## src/rtl/ram_result_reader_if.sv

```systemverilog
// Character stream from the RAM readback engine to the display/UART sink.
interface ram_result_reader_if;
    logic [7:0] char_data;
    logic       char_valid;
    logic       char_ready;
    logic [7:0] char_index;

    // Source side: the readback engine
    modport master (
        output char_data,
        output char_valid,
        output char_index,
        input  char_ready
    );

    // Sink side: display or UART
    modport slave (
        input  char_data,
        input  char_valid,
        input  char_index,
        output char_ready
    );
endinterface

```

## src/rtl/ram_result_reader.sv

```systemverilog
// Walks BUF_LEN bytes of the character buffer in data RAM over the idle-mode
// read port and presents each byte on a valid/ready stream.
module ram_result_reader #(
    parameter int unsigned ADDR_W      = 12,
    parameter int unsigned BASE_ADDR   = 1500,
    parameter int unsigned BUF_LEN     = 108,
    parameter int unsigned RD_LAT      = 1,
    parameter bit          STOP_ON_NUL = 1'b0
) (
    input  logic                clock,
    input  logic                reset,
    input  logic                start,
    input  logic                abort,
    output logic [ADDR_W-1:0]   read_addr,
    input  logic [31:0]         read_data,
    ram_result_reader_if.master char_stream,
    output logic                busy,
    output logic                done
);

    localparam logic [ADDR_W-1:0] BaseAddr = ADDR_W'(BASE_ADDR);
    localparam logic [7:0]        IdxLast  = 8'(BUF_LEN - 1);
    localparam logic [1:0]        LatLast  = 2'(RD_LAT - 1);

    typedef enum logic [2:0] {
        StIdle,
        StIssue,
        StWait,
        StPresent,
        StDone
    } state_e;

    state_e            state_q, state_d;
    logic [7:0]        idx_q, idx_d;
    logic [1:0]        lat_q, lat_d;
    logic [ADDR_W-1:0] addr_q, addr_d;
    logic [7:0]        data_q, data_d;
    logic [7:0]        index_q, index_d;
    logic              valid_q, valid_d;
    logic              busy_q, busy_d;
    logic              done_q, done_d;

    logic [7:0]        rd_byte;
    logic [7:0]        idx_next;
    logic              unused_read_data;

    assign rd_byte          = read_data[7:0];
    assign idx_next         = idx_q + 8'd1;
    assign unused_read_data = ^read_data[31:8];

    // Next-state and registered-output computation; abort overrides everything
    // but reset, and leaves no partial state behind.
    always_comb begin
        state_d = state_q;
        idx_d   = idx_q;
        lat_d   = lat_q;
        addr_d  = addr_q;
        data_d  = data_q;
        index_d = index_q;
        valid_d = valid_q;
        done_d  = 1'b0;

        if (abort) begin
            state_d = StIdle;
            idx_d   = 8'd0;
            lat_d   = 2'd0;
            addr_d  = BaseAddr;
            data_d  = 8'd0;
            index_d = 8'd0;
            valid_d = 1'b0;
        end else begin
            unique case (state_q)
                StIdle: begin
                    addr_d = BaseAddr;
                    idx_d  = 8'd0;
                    if (start) begin
                        state_d = StIssue;
                    end
                end
                StIssue: begin
                    // Address is already on the port; the RAM samples it this edge
                    addr_d  = BaseAddr + ADDR_W'(idx_q);
                    lat_d   = 2'd0;
                    state_d = StWait;
                end
                StWait: begin
                    if (lat_q == LatLast) begin
                        data_d  = rd_byte;
                        index_d = idx_q;
                        if (STOP_ON_NUL && (rd_byte == 8'h00)) begin
                            state_d = StDone;
                            done_d  = 1'b1;
                        end else begin
                            valid_d = 1'b1;
                            state_d = StPresent;
                        end
                    end else begin
                        lat_d = lat_q + 2'd1;
                    end
                end
                StPresent: begin
                    if (valid_q && char_stream.char_ready) begin
                        valid_d = 1'b0;
                        if (idx_q == IdxLast) begin
                            state_d = StDone;
                            done_d  = 1'b1;
                        end else begin
                            // Next address goes out now so it is stable for ISSUE
                            idx_d   = idx_next;
                            addr_d  = BaseAddr + ADDR_W'(idx_next);
                            state_d = StIssue;
                        end
                    end
                end
                StDone: begin
                    addr_d  = BaseAddr;
                    state_d = StIdle;
                end
                default: begin
                    state_d = StIdle;
                end
            endcase
        end

        busy_d = (state_d != StIdle);
    end

    // State and output registers with synchronous reset
    always_ff @(posedge clock) begin
        if (reset) begin
            state_q <= StIdle;
            idx_q   <= 8'd0;
            lat_q   <= 2'd0;
            addr_q  <= BaseAddr;
            data_q  <= 8'd0;
            index_q <= 8'd0;
            valid_q <= 1'b0;
            busy_q  <= 1'b0;
            done_q  <= 1'b0;
        end else begin
            state_q <= state_d;
            idx_q   <= idx_d;
            lat_q   <= lat_d;
            addr_q  <= addr_d;
            data_q  <= data_d;
            index_q <= index_d;
            valid_q <= valid_d;
            busy_q  <= busy_d;
            done_q  <= done_d;
        end
    end

    assign read_addr              = addr_q;
    assign char_stream.char_data  = data_q;
    assign char_stream.char_valid = valid_q;
    assign char_stream.char_index = index_q;
    assign busy                   = busy_q;
    assign done                   = done_q;

endmodule

```

## src/flat_wrapper.sv

```systemverilog
// flat-port wrapper written by rule: the top's interface ports become plain ports
module ram_result_reader_flat 
#(
    parameter int unsigned ADDR_W      = 12,
    parameter int unsigned BASE_ADDR   = 1500,
    parameter int unsigned BUF_LEN     = 108,
    parameter int unsigned RD_LAT      = 1,
    parameter bit          STOP_ON_NUL = 1'b0
)
  (clock, reset, start, abort, read_addr, read_data, busy, done, char_stream_char_data, char_stream_char_valid, char_stream_char_index, char_stream_char_ready);
  ram_result_reader_if char_stream_i ();
  input  logic clock;
  input  logic reset;
  input  logic start;
  input  logic abort;
  output logic [ADDR_W-1:0] read_addr;
  input  logic [31:0] read_data;
  output logic busy;
  output logic done;
  output wire logic [$bits(char_stream_i.char_data)-1:0] char_stream_char_data;
  output wire logic [$bits(char_stream_i.char_valid)-1:0] char_stream_char_valid;
  output wire logic [$bits(char_stream_i.char_index)-1:0] char_stream_char_index;
  input wire logic [$bits(char_stream_i.char_ready)-1:0] char_stream_char_ready;
  assign char_stream_char_data = char_stream_i.char_data;
  assign char_stream_char_valid = char_stream_i.char_valid;
  assign char_stream_char_index = char_stream_i.char_index;
  assign char_stream_i.char_ready = char_stream_char_ready;
  ram_result_reader #(.ADDR_W(ADDR_W), .BASE_ADDR(BASE_ADDR), .BUF_LEN(BUF_LEN), .RD_LAT(RD_LAT), .STOP_ON_NUL(STOP_ON_NUL)) u_core (.clock(clock), .reset(reset), .start(start), .abort(abort), .read_addr(read_addr), .read_data(read_data), .char_stream(char_stream_i), .busy(busy), .done(done));
endmodule
```

## config.mk

```make
export PLATFORM = sky130hd
export DESIGN_NAME = ram_result_reader_flat
export DESIGN_NICKNAME = d
export VERILOG_FILES = /design/src/rtl/ram_result_reader_if.sv /design/src/rtl/ram_result_reader.sv /design/src/flat_wrapper.sv
export SDC_FILE = /design/constraint.sdc
export NUM_CORES = 1
export LEC_CHECK = 0
export CAP_MARGIN = 5
export CORE_ASPECT_RATIO = 2
export CORE_MARGIN = 2
export CORE_UTILIZATION = 50
export CTS_BUF_LIST = sky130_fd_sc_hd__clkbuf_8 sky130_fd_sc_hd__clkbuf_16
export CTS_CLUSTER_SIZE = 10
export DETAILED_ROUTE_END_ITERATION = 8
export HOLD_SLACK_MARGIN = 0.03
export PLACE_DENSITY = 0.85
export SYNTH_ARGS = -nofsm -noshare
export SYNTH_HDL_FRONTEND = slang
export SYNTH_SLANG_ARGS = --single-unit
```

## constraint.sdc

```tcl
create_clock -name clock -period 5.7 [get_ports clock]
set_input_delay 0.57 -clock clock [delete_from_list [all_inputs] [get_ports clock]]
set_output_delay 0.57 -clock clock [all_outputs]
set_load 0.01 [all_outputs]
```

==> flow_summary.toml, run 1 <==
[synthesis]
syn_area_per_cell_um2 = 7.77
netlist-cell-type-count = 55
yosysTopAreaCell = "dfxtp_1"
synth_top_area_share_pct = 37.7
ys_top_cells_by_count = "43 x nand2_1, 42 x dfxtp_1, 36 x a21oi_1, 26 x nor2_1, 14 x o21ai_0"
yosys_warnings = 0
synth_edf_count = 0
yosysSeqAreaShare_pct = 37.7
ys_ff_latch = 42
synth_most_common_cell = "nand2_1"
netlist_area_um2 = 2230
async_reset_ff_share_pct = 0
synth.area.top_cells = "dfxtp_1 38%, a21oi_1 8.1%, nand2_1 7.2%"
synth_flop_cell = "dfxtp_1"
syn_nets = 327
synthCells = 287

[die]
rows = 34
initial_utilization_pct = 51.4
fp.dieH_um = 98.4
pin_count = 68
die_w_um = 51.2
dieArea_um2 = 5040
coreArea_um2 = 4340

[timing]
hold_violations = 0
slew_violations = 0
fin_ws_ns = 2.95
rsz0062_at_grt = "false"
fin_setup_tns_ns = 0
post-route-period-util_pct = 48.2
worst_pin_slew_ns = 0.958
setup_viol = 0
maxSlewHeadroom_pct = 35.8
min_period_ns = 2.75
max_freq_mhz = 364
fin_skew_ns = 0.00292

[clock_network]
h-tree-depth = 2
cts_tree = "yes"
clock_latency_ns = 0.30
clockRootBuffer = "clkbuf_8"
cts_resized = 0
hold_buffers = 0
clk_path_buf_depth = 2
cts_setup_buffers = 0
cts_sinks = 42
path_clk_slew_ns = 0.08
cts_buffers = 5

[worst_setup_path]
timing.rr.end = "u_core.read_addr[6]"
startpoint = "u_core.state_q[0]"
worst_r2r_path_depth = 8
crit_fanout = 18
worstPathArrival_ns = 2.94
cp-start-kind = "flop"
endpoint_kind = "flop"
crit_type = "reg -> reg"
r2r-start = "u_core.state_q[0]"
regToRegSetupSlack_ns = 2.95
worstPathRequired_ns = 5.89

[placement]
dp_hpwl_mm = 3.76
numPortBuffers = 41
place_ws_ns = 2.97
dp.cells = 358
place_congestion = 0.953

[power]
finalPower_mw = 0.609
power_density_nw_per_um2 = 225
irDropWorstVdd_uv = 191
leakage_nw = 0.894

[grt]
grt_pass1_wl_mm = 8.63
overflow = 0
grt_max_degree = 40
grt_util_all_layers_pct = 22.1
grt_pass1_vias = 1947
antenna_found_initial = 0

[route]
drt_iter0_drc = 82
ant_nets = 0
wire_per_inst_um = 14.5
wl_mm = 5.31
drcViolationCount = 0
drt_pass1_iterations = 4
via_per_inst = 5.89
vias = 2154

[final_layout]
drive_above_1_share_pct = 4.81
fin_nets = 351
area_delta_synth_final_pct = 21.6
multi_input_area_um2 = 1220
fin_util_pct = 62.5
seq_area_um2 = 841
antenna_cells = 0
n_fill_cell = 409
final_cells = 366

[run]
max_cap_violations = 0

[hold_path]
worstHoldStart = "u_core.char_stream.char_data[5]"
hold_end = "u_core.char_stream.char_data[5]"
hold_class = "reg -> reg"
hold_depth = 2

[outcome]
status = "completed"
[layout by cell type (no fill, tap or decap), types with 4 or more instances in the layout]
cell type	count
nand2_1	43
dfxtp_1	42
clkdlybuf4s50_1	41
a21oi_1	36
nor2_1	26
o21ai_0	14
nor3_1	9
inv_1	8
or3_1	7
nor4_1	6
xnor2_1	5
clkbuf_8	5
and2_1	4
o21a_1	4
a211oi_1	4
[final cells by class]
class | instances | area share [%]
Clock buffer | 5 | 2.54
Clock inverter | 3 | 2.54
Inverter | 8 | 1.11
Multi-Input combinational cell | 213 | 45.2
Sequential cell | 42 | 31.0
Tap cell | 54 | 2.49
Timing Repair Buffer | 41 | 15.1
[metrics by stage]
step,hold WS [ns],cell area (um^2)
floorplan,0.460,2230
global placement,0.441,2570
detailed placement,0.447,2570
CTS,0.462,2710
global route,0.489,2710
finish,0.457,2710
[how the worst max path moves through the flow]
stage	to	cells after the start
5_1_grt	u_core.read_addr[4]	7
4_1_cts	u_core.read_addr[4]	7
3_3_place_gp	u_core.read_addr[7]	6
2_1_floorplan	u_core.read_addr[6]	10
3_5_place_dp	u_core.read_addr[7]	6
6_report	u_core.read_addr[6]	8
[flip-flops by register name (all words and copies together), names as in the netlist]
signal and cells:
u_core.read_addr 10, u_core.char_stream.char_data 8, u_core.char_stream.char_index 8, u_core.idx_q 8
u_core.state_q 3, u_core.lat_q 2, u_core.busy 1, u_core.char_stream.char_valid 1
u_core.done 1
[worst max-delay path, stage by stage (launching register included)]
cell and delay (ns):
dfxtp_1 0.69, nand3b_1 0.57, nor2_1 0.28, xnor2_1 0.19, ha_1 0.24, inv_1 0.05, o32a_1 0.36, xnor2_1 0.17
a21oi_1 0.08
[routing by layer]
metal	up-vias	wire [um]	GRT usage [%]
li1	1057	-	-
met1	1017	2030	22.6
met2	66	2910	40.4
met3	14	220	3.48
met4	0	155	12.8
met5	-	0	0
[power breakdown]
group,switching [mW],total (mW),internal (mW)
clock,0.109,0.285,0.175
combinational,0.0150,0.0275,0.0125
sequential,0.00260,0.297,0.295
total,0.127,0.609,0.483
[cells by family (layout without fill, tap and decap cells)]
kind of cell	after synthesis	count (layout)	synth area share, %
mux	3	3	1.40
other cells	2	2	0.337
fa+ha+maj	3	3	1.68
xor+xnor	5	5	1.96
compound gates	76	76	20.5
buf+inv	32	57	7.58
flops	42	42	37.7
simple gates	124	124	28.8
Note: power is estimated with default switching activity, not from simulation.
==> run 2, diff against run 1 <==
CORE_UTILIZATION = 42   (was 50)
PLACE_DENSITY = 0.76   (was 0.85)
clock period = 2.3 ns   (was 5.7 ns; I/O delays follow)
==> flow_summary.toml, run 2 (synthesis results as in run 1) <==
[outcome]
status = "completed"

[final_layout]
drive_above_1_share_pct = 9.45
fin_nets = 367
largest_register_ffs = 10
final_cells = 386
area_delta_synth_final_pct = 25.8
final_cell_mix = "43 x nand2_1, 42 x dfxtp_1, 41 x clkdlybuf4s50_1"
fin_util_pct = 54.6
n_fill_cell = 476
antenna_cells = 0
final_common_cell = "nand2_1"

[hold_path]
hold_class = "reg -> reg"

[route]
wire_per_inst_um = 14.1
drt_pass1_iterations = 4
drt_iter0_drc = 44
via_per_inst = 5.49
drcViolationCount = 0
wl_mm = 5.45
ant_nets = 0
vias = 2119

[worst_setup_path]
crit_type = "reg -> reg"
timing.rr.end = "u_core.read_addr[7]"
worstPathRequired_ns = 2.49
endpoint_kind = "flop"
startpoint = "u_core.idx_q[0]"
regToRegSetupSlack_ns = 0.24
setup.worst_path.end = "u_core.read_addr[7]"
r2r-start = "u_core.idx_q[0]"
crit_fanout = 8
cp-start-kind = "flop"
worstPathArrival_ns = 2.25
worst_r2r_path_depth = 6

[grt]
grt_use_met3_pct = 2.17
groute.layer.met1.usage_pct = 20.0
grt_pass1_vias = 1983
use_met2_pct = 34.7
grt_util_all_layers_pct = 18.5
antenna_found_initial = 0
grt_max_degree = 39
grt_pass1_wl_mm = 8.93
top_usage_layer = "met2"
overflow = 0

[placement]
numPortBuffers = 41
place_congestion = 0.901
dp_hpwl_mm = 3.97
dp.cells = 378

[timing]
fin_setup_tns_ns = 0
post-route-period-util_pct = 89.6
max_freq_mhz = 485
slew_violations = 0
rsz0062_at_grt = "false"
hold_violations = 0
min_period_ns = 2.06
worst_pin_slew_ns = 0.510
fin_skew_ns = 0.00589
maxSlewHeadroom_pct = 66.0
setup_viol = 0
holdWs_ns = 0.453

[power]
irDropWorstVdd_uv = 408
power_density_nw_per_um2 = 495
leakage_nw = 0.957

[die]
die_w_um = 55.5
pin_count = 68
fp.dieH_um = 107
rows = 37
coreArea_um2 = 5140
dieArea_um2 = 5940
initial_utilization_pct = 43.4

[clock_network]
h-tree-depth = 2
cts_buffers = 5
cts_tree = "yes"
cts_sinks = 42
clockRootBuffer = "clkbuf_8"
clock_latency_ns = 0.29
clk_path_buf_depth = 2
path_clk_slew_ns = 0.08

[run]
max_cap_violations = 0
-- run 2: changes by cell type in the layout (fill, tap and decap cells not counted), sizes merged --
cell / before / now
buf: 0 / 16
bufinv: 2 / 1
clkinv: 1 / 2
-- run 2: through the flow --
step | total power [mW] | worst slack (ns) | area [um^2]
6_report | 1.39 | 0.240 | 2810
5_1_grt | 1.43 | 0.0336 | 2810
4_1_cts | 1.40 | 0.150 | 2800
3_5_place_dp | 0.831 | 0.120 | 2690
3_3_place_gp | 0.831 | 0.138 | 2690
2_1_floorplan | 0.792 | 0.301 | 2230
-- run 2: how the worst min path moves through the flow --
stage,from,end,slack [ns],cells past startpoint
after floorplan,reset,u_core.read_addr[3],0.33,2
after global placement,u_core.char_stream.char_data[7],u_core.char_stream.char_data[7],0.44,2
after detailed placement,u_core.read_addr[9],u_core.read_addr[9],0.45,1
after CTS,u_core.char_stream.char_index[3],u_core.char_stream.char_index[3],0.46,2
after global routing,u_core.char_stream.char_index[1],u_core.char_stream.char_index[1],0.48,2
final,u_core.char_stream.char_data[1],u_core.char_stream.char_data[1],0.45,2
-- run 2: layout make-up --
type	instances	area, um^2	share of cell area (%)
Sequential cell	42	841	30.0
Multi-Input combinational cell	213	1220	43.6
Inverter	8	30.0	1.07
Tap cell	58	72.6	2.59
Clock inverter	3	40.0	1.43
Clock buffer	5	68.8	2.45
Timing Repair Buffer	57	531	18.9
-- run 2: worst max-delay path, cell delays in order (launching register included) --
cell and delay [ns]:
dfxtp_1 0.36, ha_2 0.27, nand3_1 0.25, o31ai_1 0.37, nand4_1 0.17, nor4_1 0.33
and3b_1 0.22
-- run 2: timing repair --
item / 4_1_cts / 5_1_grt
buffers inserted: 0 / 0
setup endpoints to repair: 0 / 3
resized for setup: 0 / 1
hold buffers: 0 / 0
-- run 2: layer usage --
layer | up-vias | share of wire, %
li1 | 1083 | -
met1 | 966 | 39
met2 | 59 | 55
met3 | 11 | 3.9
met4 | 0 | 2.3
met5 | - | 0
-- run 2: power by group --
group	internal, mW	switching [mW]	leakage [nW]
combinational	0.0385	0.0438	0.560
sequential	0.730	0.00214	0.339
clock	0.320	0.255	0.0579
